`src/rtl/seq_mult_param_if.sv`:
```
// Handshake and operand/product bus for the sequential shift-add multiplier.
// The controller drives the master side; the multiplier sits on the slave side.
interface seq_mult_param_if #(
  parameter int unsigned WIDTH = 4
);
  logic                 start;
  logic                 is_signed;
  logic [WIDTH-1:0]     a;
  logic [WIDTH-1:0]     b;
  logic                 ready;
  logic                 busy;
  logic                 done;
  logic [2*WIDTH-1:0]   p;

  modport master (
    output start, is_signed, a, b,
    input  ready, busy, done, p
  );

  modport slave (
    input  start, is_signed, a, b,
    output ready, busy, done, p
  );
endinterface

```
`src/rtl/seq_mult_param.sv`:
```
// Sequential shift-add multiplier, one multiplier bit per cycle, with an optional
// signed mode handled as magnitude multiply plus a final conditional negate.
module seq_mult_param #(
  parameter int unsigned WIDTH     = 4,
  parameter bit          SIGNED_EN = 1'b1
) (
  input  logic           clk,
  input  logic           rst,
  seq_mult_param_if.slave bus
);
  localparam int unsigned PW = 2 * WIDTH;
  localparam int unsigned CW = $clog2(WIDTH);

  typedef enum logic [1:0] {
    S_IDLE,
    S_LOAD,
    S_RUN,
    S_DONE
  } state_t;

  state_t           r_state;
  logic [WIDTH-1:0] r_a;
  logic [WIDTH-1:0] r_b;
  logic             r_sgn;
  logic [WIDTH-1:0] r_mcand;
  logic             r_neg;
  logic [PW-1:0]    r_acc;
  logic [CW-1:0]    r_cnt;
  logic [PW-1:0]    r_p;
  logic             r_ready;
  logic             r_busy;
  logic             r_done;

  logic             w_accept;
  logic             w_a_neg;
  logic             w_b_neg;
  logic [WIDTH-1:0] w_a_mag;
  logic [WIDTH-1:0] w_b_mag;
  logic [WIDTH:0]   w_sum;
  logic [PW-1:0]    w_acc_nxt;
  logic [PW-1:0]    w_res;
  logic             w_last;

  assign w_accept = bus.start & r_ready;

  // r_sgn is forced low when signed mode is disabled, so the sign path folds away.
  assign w_a_neg = r_sgn & r_a[WIDTH-1];
  assign w_b_neg = r_sgn & r_b[WIDTH-1];
  assign w_a_mag = w_a_neg ? WIDTH'(-r_a) : r_a;
  assign w_b_mag = w_b_neg ? WIDTH'(-r_b) : r_b;

  // Upper half plus multiplicand keeps the carry; lower half holds remaining multiplier bits.
  assign w_sum     = {1'b0, r_acc[PW-1:WIDTH]} + (r_acc[0] ? {1'b0, r_mcand} : '0);
  assign w_acc_nxt = {w_sum, r_acc[WIDTH-1:1]};
  assign w_res     = r_neg ? PW'(-w_acc_nxt) : w_acc_nxt;
  assign w_last    = (r_cnt == CW'(WIDTH - 1));

  always_ff @(posedge clk or posedge rst) begin
    if (rst) begin
      r_state <= S_IDLE;
      r_a     <= '0;
      r_b     <= '0;
      r_sgn   <= 1'b0;
      r_mcand <= '0;
      r_neg   <= 1'b0;
      r_acc   <= '0;
      r_cnt   <= '0;
      r_p     <= '0;
      r_ready <= 1'b1;
      r_busy  <= 1'b0;
      r_done  <= 1'b0;
    end else begin
      r_done <= 1'b0;
      case (r_state)
        S_IDLE, S_DONE: begin
          if (w_accept) begin
            r_a     <= bus.a;
            r_b     <= bus.b;
            r_sgn   <= bus.is_signed & SIGNED_EN;
            r_state <= S_LOAD;
            r_ready <= 1'b0;
            r_busy  <= 1'b1;
          end else begin
            r_state <= S_IDLE;
          end
        end
        S_LOAD: begin
          r_mcand <= w_a_mag;
          r_acc   <= {WIDTH'(0), w_b_mag};
          r_neg   <= w_a_neg ^ w_b_neg;
          r_cnt   <= '0;
          r_state <= S_RUN;
        end
        S_RUN: begin
          r_acc <= w_acc_nxt;
          r_cnt <= r_cnt + CW'(1);
          if (w_last) begin
            r_p     <= w_res;
            r_done  <= 1'b1;
            r_ready <= 1'b1;
            r_busy  <= 1'b0;
            r_state <= S_DONE;
          end
        end
        default: begin
          r_state <= S_IDLE;
          r_ready <= 1'b1;
          r_busy  <= 1'b0;
        end
      endcase
    end
  end

  assign bus.ready = r_ready;
  assign bus.busy  = r_busy;
  assign bus.done  = r_done;
  assign bus.p     = r_p;
endmodule

```
`src/flat_wrapper.sv`:
```
// flat-port wrapper written by rule: the top's interface ports become plain ports
module seq_mult_param_flat 
#(
  parameter int unsigned WIDTH     = 4,
  parameter bit          SIGNED_EN = 1'b1
)
  (clk, rst, bus_start, bus_is_signed, bus_a, bus_b, bus_ready, bus_busy, bus_done, bus_p);
  seq_mult_param_if #(.WIDTH(WIDTH)) bus_i ();
  input  logic clk;
  input  logic rst;
  input wire logic [$bits(bus_i.start)-1:0] bus_start;
  input wire logic [$bits(bus_i.is_signed)-1:0] bus_is_signed;
  input wire logic [$bits(bus_i.a)-1:0] bus_a;
  input wire logic [$bits(bus_i.b)-1:0] bus_b;
  output wire logic [$bits(bus_i.ready)-1:0] bus_ready;
  output wire logic [$bits(bus_i.busy)-1:0] bus_busy;
  output wire logic [$bits(bus_i.done)-1:0] bus_done;
  output wire logic [$bits(bus_i.p)-1:0] bus_p;
  assign bus_i.start = bus_start;
  assign bus_i.is_signed = bus_is_signed;
  assign bus_i.a = bus_a;
  assign bus_i.b = bus_b;
  assign bus_ready = bus_i.ready;
  assign bus_busy = bus_i.busy;
  assign bus_done = bus_i.done;
  assign bus_p = bus_i.p;
  seq_mult_param #(.WIDTH(WIDTH), .SIGNED_EN(SIGNED_EN)) u_core (.clk(clk), .rst(rst), .bus(bus_i));
endmodule
```
`config.mk`:
```
export PLATFORM = sky130hd
export DESIGN_NAME = seq_mult_param_flat
export DESIGN_NICKNAME = d
export VERILOG_FILES = /design/src/rtl/seq_mult_param_if.sv /design/src/rtl/seq_mult_param.sv /design/src/flat_wrapper.sv
export SDC_FILE = /design/constraint.sdc
export NUM_CORES = 1
export LEC_CHECK = 0
export ABC_AREA = 1
export CAP_MARGIN = 25
export CORE_MARGIN = 2
export CORE_UTILIZATION = 49
export DETAILED_ROUTE_END_ITERATION = 7
export PLACE_DENSITY = 0.74
export SETUP_SLACK_MARGIN = 0.3
export SLEW_MARGIN = 5
export SYNTH_ARGS = -nofsm -noshare
export SYNTH_HDL_FRONTEND = slang
export SYNTH_SLANG_ARGS = --single-unit
```
`constraint.sdc`:
```
create_clock -name clk -period 1.83 [get_ports clk]
set_input_delay 0.2745 -clock clk [delete_from_list [all_inputs] [get_ports clk]]
set_output_delay 0.2745 -clock clk [all_outputs]
set_load 0.01 [all_outputs]
```
### After elaboration in Yosys (flattened, before gate mapping)

Cells that the tools add are included.

* register bits: 37
* input bits: 12
* word-level logic and storage cells: 51
* output and inout bits: 11

* reductions and logical operators: 7
* equality and inequality tests: 6
* bitwise logic cells: 4
* multiplexer cells: 17
* add/sub/neg operators: 5

Operators with widths (number)
* $pmux 8 s2: 1
* $mux 4: 3
* $mux 8: 1
* $neg 4->4: 2
* $neg 8->8: 1
* $mux 1: 7
* $eq 2x2->1 const B: 3
* $pmux 2 s3: 1
* $add 4x5->5: 1
* $ne 2x1->1 const B: 2
* $pmux 1 s2: 2
* $pmux 2 s2: 1
* $reduce_and 2->1: 2
* $reduce_bool 2->1: 2
* $and 1x1->1: 3
* $reduce_and 3->1: 1
* $add 2x1->2 const B: 1
* $eq 2x1->1 const B: 1
* $logic_not 2->1: 1
* $mux 2: 1
* $reduce_or 2->1: 1
* $xor 1x1->1: 1

### Logic depth before layout (Yosys ltp)

Gate-level depths: netlist (run 1).

* depth in word-level cells: 4
* depth in mapped cells: 13
* mapped depth without buffers: 13

### Worst setup path after synthesis (run 1)

Ideal clock, no wire load.

* path kind: register -> register
* from: register u_core.r_acc[0]
* to: register u_core.r_p[7] (netlist: u_core.bus.p[7])
* setup time: 0.117 ns
* data arrival time: 1.780 ns
* period minus slack after synthesis: 1.897 ns
* stages on the path, launching flop included: 13
* data required time: 1.713 ns
* slack: -0.067 ns
* buffers on the path: 0
* path through: dfrtp_1 nand2_1 inv_1 ha_1 fa_1 nor2_1 nand3_1 nor2_1 nand3_1 nand2_1 nand2_1 nand3_1 nand2_1

* longest elaborated chain between the ends: 4

RTL lines
* from (decl): RTL line seq_mult_param.sv:27 `logic [PW-1:0] r_acc;`
* from (signal assigned): RTL line seq_mult_param.sv:89 `r_acc <= {WIDTH'(0), w_b_mag};`
* from (signal assigned): RTL line seq_mult_param.sv:95 `r_acc <= w_acc_nxt;`
* $mux 4 (*): RTL line seq_mult_param.sv:53 `assign w_sum = {1'b0, r_acc[PW-1:WIDTH]} + (r_acc[0] ? {1'b0, r_mcand} : '0);`
* $add 4x5->5 (*): RTL line seq_mult_param.sv:53
* $neg 8->8: RTL line seq_mult_param.sv:55 `assign w_res = r_neg ? PW'(-w_acc_nxt) : w_acc_nxt;`
* $mux 8 (*): RTL line seq_mult_param.sv:55
* to (signal assigned): RTL line seq_mult_param.sv:98 `r_p <= w_res;`
* to (decl): RTL line seq_mult_param.sv:29 `logic [PW-1:0] r_p;`

Mark *: on every way between the ends. The rest lies on a longest branch, timed or not.
A chain may end at the register's enable or synchronous reset.

### Final worst setup path (run 1)

* from: register u_core.r_acc[0]
* to: register u_core.r_p[6] (netlist: u_core.bus.p[6])

Same word-level chain as after synthesis.

==> report_table.html, run 1 <==
<table>
<tr><th>Metric</th><th>Value</th></tr>
<tr><th colspan="2">Synth</th></tr>
<tr><td>Post-synthesis sequential element count</td><td>37</td></tr>
<tr><td>Mean Syn Cell Area</td><td>8.33 µm²</td></tr>
<tr><td>Most used DFF post-synth</td><td>sky130_fd_sc_hd__dfrtp_1</td></tr>
<tr><td>Synth async-reset ratio</td><td>100%</td></tr>
<tr><td>Adder and majority cell fraction of the synthesized area</td><td>8.30%</td></tr>
<tr><td>Sequential fraction of the synthesis area</td><td>48.8%</td></tr>
<tr><td>Xor/xnor share of the synthesized area</td><td>2.31%</td></tr>
<tr><td>Synth Area in Compound Gates</td><td>12.1%</td></tr>
<tr><td>Synthesis warning total</td><td>0</td></tr>
<tr><td>Count of flip-flops with a built-in enable after synthesis</td><td>0</td></tr>
<tr><td>Yosys cell types</td><td>23</td></tr>
<tr><td>Number of cells produced by synthesis</td><td>228</td></tr>
<tr><td>Multiplexer fraction of the synthesized cell area</td><td>0%</td></tr>
<tr><td>Number of nets in the synthesized netlist</td><td>252</td></tr>
<tr><td>Post-synth design cell area</td><td>1900 µm²</td></tr>
<tr><td>Post-synthesis share of cell area spent on and, or, nand and nor gates</td><td>19.8%</td></tr>
<tr><td>Combinational family with the most area after synthesis</td><td>simple AND/OR/NAND/NOR gates</td></tr>
<tr><th colspan="2">Global routing</th></tr>
<tr><td>Total overflow reported by the global router</td><td>0</td></tr>
<tr><td>Number of antenna violations at the first check in global routing</td><td>0</td></tr>
<tr><td>GRT Resource Usage Total</td><td>19.6%</td></tr>
<tr><td>Wire length of the first global-routing pass</td><td>6540 µm</td></tr>
<tr><td>Pin count of the biggest net entering global routing</td><td>38</td></tr>
<tr><td>Via count of the first global-routing pass</td><td>1504</td></tr>
<tr><th colspan="2">Floorplan</th></tr>
<tr><td>Die Width</td><td>66.3 µm</td></tr>
<tr><td>Starting Density</td><td>51.5%</td></tr>
<tr><td>Chip Height</td><td>66.3 µm</td></tr>
<tr><td>Floorplan die area</td><td>4390 µm²</td></tr>
<tr><td>Ports</td><td>23</td></tr>
<tr><td>Floorplan row count</td><td>22</td></tr>
<tr><td>Core region area</td><td>3690 µm²</td></tr>
<tr><th colspan="2">STA</th></tr>
<tr><td>Unrepaired setup endpoints after global routing</td><td>yes</td></tr>
<tr><td>Clock Skews</td><td>0.00529 ns</td></tr>
<tr><td>Pins Over Slew Limit</td><td>0</td></tr>
<tr><td>Worst max-slew margin expressed relative to the limit</td><td>69.8%</td></tr>
<tr><td>Final worst path period share</td><td>106%</td></tr>
<tr><td>Crit path time final</td><td>1.94 ns</td></tr>
<tr><td># setup viols final</td><td>2</td></tr>
<tr><td>Post-route setup TNS</td><td>-0.141 ns</td></tr>
<tr><td>Transition time at the pin with the least slew margin</td><td>0.453 ns</td></tr>
<tr><td>Worst setup slack after layout</td><td>-0.113 ns</td></tr>
<tr><td>Final Hold Fails</td><td>0</td></tr>
<tr><td>Maximum frequency from static timing analysis</td><td>515 MHz</td></tr>
<tr><th colspan="2">Setup path</th></tr>
<tr><td>Worst setup SP type</td><td>register</td></tr>
<tr><td>Worst setup path start</td><td>u_core.r_acc[0]</td></tr>
<tr><td>Peak fanout along the critical path</td><td>5</td></tr>
<tr><td>Required @ worst endpoint</td><td>2.01 ns</td></tr>
<tr><td>Logic depth of the worst register-to-register path</td><td>12</td></tr>
<tr><td>FF-to-FF Start</td><td>u_core.r_acc[0]</td></tr>
<tr><td>CP Buf/Inv Count</td><td>3</td></tr>
<tr><td>Ordered list of cells on the worst path</td><td>nand2_1 -&gt; inv_1 -&gt; ha_2 -&gt; fa_2 -&gt; buf_4 -&gt; buf_6 -&gt; nor2_1 -&gt; nand2_1 -&gt; nand2_1 -&gt; nand2_1 -&gt; nand3_1 -&gt; nand2_1</td></tr>
<tr><td>Cell with the biggest individual delay on the critical path</td><td>sky130_fd_sc_hd__fa_2</td></tr>
<tr><td>Most repeated library cell on the critical path</td><td>sky130_fd_sc_hd__nand2_1</td></tr>
<tr><td>Data arrival, critical path</td><td>2.12 ns</td></tr>
<tr><td>Type of element capturing the critical path</td><td>register</td></tr>
<tr><td>Largest incremental delay on the critical path</td><td>0.44 ns</td></tr>
<tr><td>Crit path max-delay family</td><td>adder cells</td></tr>
<tr><td>Critical path depth</td><td>12</td></tr>
<tr><td>Startpoint-to-endpoint class of the critical path</td><td>register to register</td></tr>
<tr><th colspan="2">Route</th></tr>
<tr><td>DRC</td><td>0</td></tr>
<tr><td>Total wire length after detailed routing</td><td>3700 µm</td></tr>
<tr><td>Vias</td><td>1554</td></tr>
<tr><td>Wirelength per Cell</td><td>11.9 µm</td></tr>
<tr><td>Count of routing violations after the opening detailed-route iteration</td><td>75</td></tr>
<tr><td>1st-pass router iterations</td><td>5</td></tr>
<tr><td>Vias per cell</td><td>4.98</td></tr>
<tr><td>Antenna viol nets, final</td><td>0</td></tr>
<tr><th colspan="2">Run status</th></tr>
<tr><td>Result of the run</td><td>finished with violations</td></tr>
<tr><td>Violations in the final reports</td><td>negative setup slack</td></tr>
<tr><th colspan="2">Power</th></tr>
<tr><td>Total power draw</td><td>3.98 mW</td></tr>
<tr><td>Worst vdd ir</td><td>0.000930 V</td></tr>
<tr><td>Leakage Power</td><td>1.19 nW</td></tr>
<tr><td>Cell area power density</td><td>1650 nW/µm²</td></tr>
<tr><th colspan="2">Min path</th></tr>
<tr><td>Kind of path behind the tightest hold check</td><td>primary input to asynchronous set/reset pin</td></tr>
<tr><th colspan="2">Cells and area</th></tr>
<tr><td>Nets</td><td>287</td></tr>
<tr><td>Area of all placed cells without fillers</td><td>2400 µm²</td></tr>
<tr><td>Synthesis-to-finish area growth</td><td>26.5%</td></tr>
<tr><td>Number of diodes</td><td>0</td></tr>
<tr><td>Layout cells sized above 1</td><td>14.8%</td></tr>
<tr><td>Layout Cells excl Fill</td><td>312</td></tr>
<tr><th colspan="2">Place</th></tr>
<tr><td>Count of placed standard cells including taps</td><td>299</td></tr>
<tr><td>DP Worst Slack</td><td>-0.0225 ns</td></tr>
<tr><td>HPWL after DPL</td><td>2630 µm</td></tr>
<tr><td>Cell Area, Placed</td><td>2200 µm²</td></tr>
<tr><td>Count of port buffers added during placement</td><td>22</td></tr>
<tr><td>Gp weighted congestion</td><td>0.852</td></tr>
<tr><th colspan="2">Clocking</th></tr>
<tr><td>Number of buffers between clock root and the deepest sink</td><td>2</td></tr>
<tr><td>Hold-fix buffers, CTS</td><td>0</td></tr>
<tr><td>CTS Root Buffer Type</td><td>sky130_fd_sc_hd__clkbuf_8</td></tr>
<tr><td>CTS H-tree depth</td><td>2</td></tr>
<tr><td>TritonCTS clock tree</td><td>yes</td></tr>
<tr><td>Inserted Clock Buffers</td><td>5</td></tr>
<tr><td>TritonCTS sink count</td><td>37</td></tr>
<tr><td>Clock latency on the worst-skew pair</td><td>0.29 ns</td></tr>
<tr><td>Clock Pin Slew Worst Setup and Hold Paths</td><td>0.07 ns</td></tr>
<tr><th colspan="2">Run</th></tr>
<tr><td>Max-cap violations</td><td>0</td></tr>
</table>
## power breakdown
part / switching, mW / internal (mW) / total, mW
sequential: 0.237 / 1.18 / 1.42
combinational: 1.06 / 0.874 / 1.94
clock: 0.282 / 0.340 / 0.623
total: 1.58 / 2.39 / 3.98
## sequential cells by signal (all words and copies together), names as in the netlist
name,cells
u_core.bus.done,1
u_core.bus.busy,1
u_core.r_state,2
u_core.r_sgn,1
u_core.r_acc,8
u_core.r_cnt,2
u_core.bus.ready,1
u_core.r_b,4
u_core.bus.p,8
u_core.r_neg,1
u_core.r_mcand,4
u_core.r_a,4
## repair_timing
action	4_1_cts	5_1_grt
endpoints found under the setup margin	19	25
pin swaps	4	6
gates cloned	0	0
setup buffers	0	5
resized for setup	9	14
## final timing paths
check                                    to  slack (ns)
max                         u_core.bus.p[6]       -0.11
min                           u_core.r_b[3]        0.39
max reg2reg                 u_core.bus.p[6]       -0.11
min reg2reg                 u_core.bus.p[6]        0.48
max in group asynchronous  u_core.bus.ready        1.10
min in group clk            u_core.bus.p[6]        0.48
## cells in the mapped netlist (2+ instances only)
| cell | count | area, µm² |
|---|---|---|
| sky130_fd_sc_hd__nand2_1 | 61 | 229 |
| sky130_fd_sc_hd__dfrtp_1 | 36 | 901 |
| sky130_fd_sc_hd__inv_1 | 36 | 135 |
| sky130_fd_sc_hd__o21ai_0 | 29 | 145 |
| sky130_fd_sc_hd__nor2_1 | 16 | 60.1 |
| sky130_fd_sc_hd__ha_1 | 11 | 138 |
| sky130_fd_sc_hd__nand3_1 | 11 | 55.1 |
| sky130_fd_sc_hd__a21oi_1 | 4 | 20.0 |
| sky130_fd_sc_hd__xor2_1 | 4 | 35.0 |
| sky130_fd_sc_hd__o211ai_1 | 3 | 22.5 |
| sky130_fd_sc_hd__o221ai_1 | 3 | 26.3 |
| sky130_fd_sc_hd__buf_2 | 2 | 10.0 |
| sky130_fd_sc_hd__nor3_1 | 2 | 10.0 |
## area by class of cell
type | instances | area, µm²
flip-flops and latches | 37 | 927
well taps | 48 | 60.1
clock buffers | 7 | 96.3
fillers | 319 | 1280
repair buffers | 32 | 302
multi-input cells | 150 | 875
clock inverters | 1 | 5.00
inverters | 37 | 139
## per-stage QoR
stage               hold WS, ns  utilization (%)
floorplan                 0.391                -
global placement          0.462             59.6
detailed placement        0.466             59.6
CTS                       0.396             62.7
global route              0.442             65.2
finish                    0.389             65.2
## cell usage in the layout (no fill, tap or decap), drive strengths merged, types with 3 or more instances in the layout
cell	n
nand2	61
inv	37
dfrtp	36
o21ai	29
clkdlybuf4s50	21
nor2	16
nand3	11
ha	11
buf	10
clkbuf	7
a21oi	4
xor2	4
o211ai	3
o221ai	3
nor3	3
## cells by family after synthesis
kind of cell / after synthesis
buf+inv: 41
flops: 37
simple gates: 92
xor+xnor: 5
compound gates: 41
fa+ha+maj: 12
## worst min-delay path, stage by stage
cell and delay (ns):
sky130_fd_sc_hd__clkdlybuf4s50_1 0.39, sky130_fd_sc_hd__inv_1 0.05, sky130_fd_sc_hd__buf_4 0.39
## routing by layer
metal  track usage [%]  share of wire, %
met1              24.2                45
met5                 0                 0
met4              5.36              0.62
met2              32.6                50
met3              6.64               3.9
No activity file was read; power rests on OpenSTA's default activity.
==> inputs of run 2 (changes only) <==
CORE_UTILIZATION = 43   (was 49)
PLACE_DENSITY = 0.67   (was 0.74)
==> run 2 against run 1 <==
  * The flow still finishes with violations (negative setup slack)
  * Via count down 1.0%
  * Count of clock-buffer cells in the layout stayed put
  * Critical path depth stayed put
  * Die area grew 13%
  * Flip-flop and latch count unchanged
  * Sequential power hardly changed
  * Worst setup slack improved by 0.075 ns
  * Cell count grew 2.2%
  * Fmax increased by 4.0%
  * Clock power fell by 7.4%
  * First-iteration DRC count is 9.3% higher
  * Largest cell class unchanged
  * Largest power group unchanged
==> report_table.html, run 2 (same netlist as run 1, synthesis figures left out) <==
<table>
<tr><th>Metric</th><th>Value</th></tr>
<tr><th colspan="2">Run status</th></tr>
<tr><td>Result of the run</td><td>finished with violations</td></tr>
<tr><td>Violations in the final reports</td><td>negative setup slack</td></tr>
<tr><th colspan="2">Floorplan</th></tr>
<tr><td>Die Width</td><td>70.5 µm</td></tr>
<tr><td>Starting Density</td><td>44.2%</td></tr>
<tr><td>Floorplan die area</td><td>4960 µm²</td></tr>
<tr><td>Floorplan row count</td><td>24</td></tr>
<tr><td>Chip Height</td><td>70.5 µm</td></tr>
<tr><td>Core region area</td><td>4290 µm²</td></tr>
<tr><td>Ports</td><td>23</td></tr>
<tr><th colspan="2">Clocking</th></tr>
<tr><td>Inserted Clock Buffers</td><td>5</td></tr>
<tr><td>TritonCTS clock tree</td><td>yes</td></tr>
<tr><td>Clock Pin Slew Worst Setup and Hold Paths</td><td>0.07 ns</td></tr>
<tr><td>CTS Root Buffer Type</td><td>sky130_fd_sc_hd__clkbuf_8</td></tr>
<tr><td>TritonCTS sink count</td><td>37</td></tr>
<tr><td>Number of buffers between clock root and the deepest sink</td><td>2</td></tr>
<tr><td>Hold-fix buffers, CTS</td><td>0</td></tr>
<tr><td>Clock latency on the worst-skew pair</td><td>0.29 ns</td></tr>
<tr><td>CTS H-tree depth</td><td>2</td></tr>
<tr><th colspan="2">Cells and area</th></tr>
<tr><td>Area of all placed cells without fillers</td><td>2430 µm²</td></tr>
<tr><td>Number of diodes</td><td>0</td></tr>
<tr><td>Most common cell after layout, fill and taps aside</td><td>sky130_fd_sc_hd__nand2_1</td></tr>
<tr><td>Layout cells sized above 1</td><td>16.5%</td></tr>
<tr><td>Number of inserted filler cells in the final layout</td><td>415</td></tr>
<tr><td>Multi-input gate area</td><td>881 µm²</td></tr>
<tr><td>Layout Cells excl Fill</td><td>319</td></tr>
<tr><td>Top library cells by usage in the layout, fill and taps aside</td><td>sky130_fd_sc_hd__nand2_1, sky130_fd_sc_hd__dfrtp_1, sky130_fd_sc_hd__inv_1, sky130_fd_sc_hd__clkdlybuf4s50_1, sky130_fd_sc_hd__o21ai_0</td></tr>
<tr><td>Nets</td><td>291</td></tr>
<tr><td>Final design utilization</td><td>56.6%</td></tr>
<tr><td>Register area</td><td>927 µm²</td></tr>
<tr><td>Synthesis-to-finish area growth</td><td>28.1%</td></tr>
<tr><th colspan="2">Route</th></tr>
<tr><td>Antenna viol nets, final</td><td>0</td></tr>
<tr><td>Total wire length after detailed routing</td><td>3770 µm</td></tr>
<tr><td>Count of routing violations after the opening detailed-route iteration</td><td>82</td></tr>
<tr><td>Wirelength per Cell</td><td>11.8 µm</td></tr>
<tr><td>1st-pass router iterations</td><td>4</td></tr>
<tr><td>Vias</td><td>1538</td></tr>
<tr><td>DRC</td><td>0</td></tr>
<tr><td>Vias per cell</td><td>4.82</td></tr>
<tr><th colspan="2">Setup path</th></tr>
<tr><td>FF-to-FF Start</td><td>u_core.r_acc[0]</td></tr>
<tr><td>Most repeated library cell on the critical path</td><td>sky130_fd_sc_hd__nand2_1</td></tr>
<tr><td>Startpoint-to-endpoint class of the critical path</td><td>register to register</td></tr>
<tr><td>Largest incremental delay on the critical path</td><td>0.44 ns</td></tr>
<tr><td>Ordered list of cells on the worst path</td><td>nand2_1 -&gt; inv_1 -&gt; ha_2 -&gt; fa_2 -&gt; nor2_1 -&gt; nand3_1 -&gt; nor2_1 -&gt; nand3_1 -&gt; nand2_1 -&gt; nand2_1 -&gt; nand3_1 -&gt; nand2_1</td></tr>
<tr><td>Type of element capturing the critical path</td><td>register</td></tr>
<tr><td>Worst setup SP type</td><td>register</td></tr>
<tr><td>Data arrival, critical path</td><td>2.05 ns</td></tr>
<tr><td>Worst setup path start</td><td>u_core.r_acc[0]</td></tr>
<tr><td>Required @ worst endpoint</td><td>2.01 ns</td></tr>
<tr><td>Cell with the biggest individual delay on the critical path</td><td>sky130_fd_sc_hd__fa_2</td></tr>
<tr><td>Peak fanout along the critical path</td><td>5</td></tr>
<tr><th colspan="2">STA</th></tr>
<tr><td>Maximum frequency from static timing analysis</td><td>535 MHz</td></tr>
<tr><td>Unrepaired setup endpoints after global routing</td><td>yes</td></tr>
<tr><td>Crit path time final</td><td>1.87 ns</td></tr>
<tr><td>Final worst path period share</td><td>102%</td></tr>
<tr><td>Worst max-slew margin expressed relative to the limit</td><td>69.3%</td></tr>
<tr><td>Final Hold Fails</td><td>0</td></tr>
<tr><td>Pins Over Slew Limit</td><td>0</td></tr>
<tr><td>Transition time at the pin with the least slew margin</td><td>0.460 ns</td></tr>
<tr><td>Clock Skews</td><td>0.00334 ns</td></tr>
<tr><td>Worst setup slack after layout</td><td>-0.0375 ns</td></tr>
<tr><td># setup viols final</td><td>1</td></tr>
<tr><th colspan="2">Global routing</th></tr>
<tr><td>Wire length of the first global-routing pass</td><td>6310 µm</td></tr>
<tr><td>Pin count of the biggest net entering global routing</td><td>38</td></tr>
<tr><td>Total overflow reported by the global router</td><td>0</td></tr>
<tr><td>Number of antenna violations at the first check in global routing</td><td>0</td></tr>
<tr><td>Via count of the first global-routing pass</td><td>1425</td></tr>
<tr><td>GRT Resource Usage Total</td><td>16.2%</td></tr>
<tr><th colspan="2">Run</th></tr>
<tr><td>Max-cap violations</td><td>0</td></tr>
<tr><th colspan="2">Place</th></tr>
<tr><td>DP Worst Slack</td><td>0.00519 ns</td></tr>
<tr><td>HPWL after DPL</td><td>2630 µm</td></tr>
<tr><td>Gp weighted congestion</td><td>0.801</td></tr>
<tr><td>Cell Area, Placed</td><td>2210 µm²</td></tr>
<tr><td>Count of placed standard cells including taps</td><td>304</td></tr>
<tr><td>Count of port buffers added during placement</td><td>22</td></tr>
<tr><th colspan="2">Power</th></tr>
<tr><td>Leakage Power</td><td>1.20 nW</td></tr>
<tr><td>Worst vdd ir</td><td>0.000672 V</td></tr>
<tr><td>Cell area power density</td><td>1630 nW/µm²</td></tr>
<tr><th colspan="2">Min path</th></tr>
<tr><td>Kind of path behind the tightest hold check</td><td>primary input to asynchronous set/reset pin</td></tr>
</table>
run 2: changes by cell type in the layout (fill, tap and decap cells not counted), sizes merged:
cell | before | now
buf | 10 | 14
clkinv | 1 | 0
run 2: worst paths after layout:
path | to | slack (ns) | depth (start not counted)
max | u_core.bus.p[7] | -0.04 | 12
min | u_core.r_a[1] | 0.40 | 3
max reg2reg | u_core.bus.p[7] | -0.04 | 12
min reg2reg | u_core.bus.p[7] | 0.48 | 2
max in group asynchronous | u_core.bus.ready | 1.09 | 3
min in group clk | u_core.bus.p[7] | 0.48 | 2
run 2: power breakdown:
| group | internal (mW) | leakage, nW | total [mW] | switching, mW |
|---|---|---|---|---|
| combinational | 0.902 | 0.689 | 1.97 | 1.07 |
| sequential | 1.18 | 0.467 | 1.42 | 0.241 |
| clock | 0.299 | 0.0443 | 0.577 | 0.278 |
run 2: critical path: cells and delay by family, from the launching register on:
kind / cells / cell delay [ns]
simple gates: 9 / 0.70
fa+ha+maj: 2 / 0.62
flops: 1 / 0.39
buf+inv: 1 / 0.06
run 2: through the flow:
step                      power (mW)  hold WS, ns  TNS, ns
final                           3.97        0.402  -0.0375
after global routing            4.33        0.472   -0.343
after CTS                       3.81        0.428  -0.0415
after detailed placement        3.16        0.470        0
after global placement          3.12        0.466        0
after floorplan                 2.57        0.391        0
run 2: repair_timing:
| item | in CTS | in global routing |
|---|---|---|
| hold endpoints to repair | 0 | 0 |
| pin swaps | 5 | 5 |
| cloned | 0 | 1 |
| setup endpoints to repair | 21 | 24 |
| setup buffers | 3 | 4 |
| resized for setup | 9 | 25 |
run 2: per-layer routing:
layer / vias up / track usage (%) / share of wire (%)
met3: 10 / 3.46 / 3.4
met1: 694 / 21.1 / 46
met5: - / 0 / 0
li1: 804 / - / -
met2: 30 / 25.5 / 48
met4: 0 / 7.91 / 2.7
run 2: final cells by class:
type,instances,share of cell area [%]
multi-input combinational,150,36.2
timing repair buffer,36,13.6
inverter,37,5.81
clock buffer,7,3.55
tap,52,2.67
sequential,37,38.1
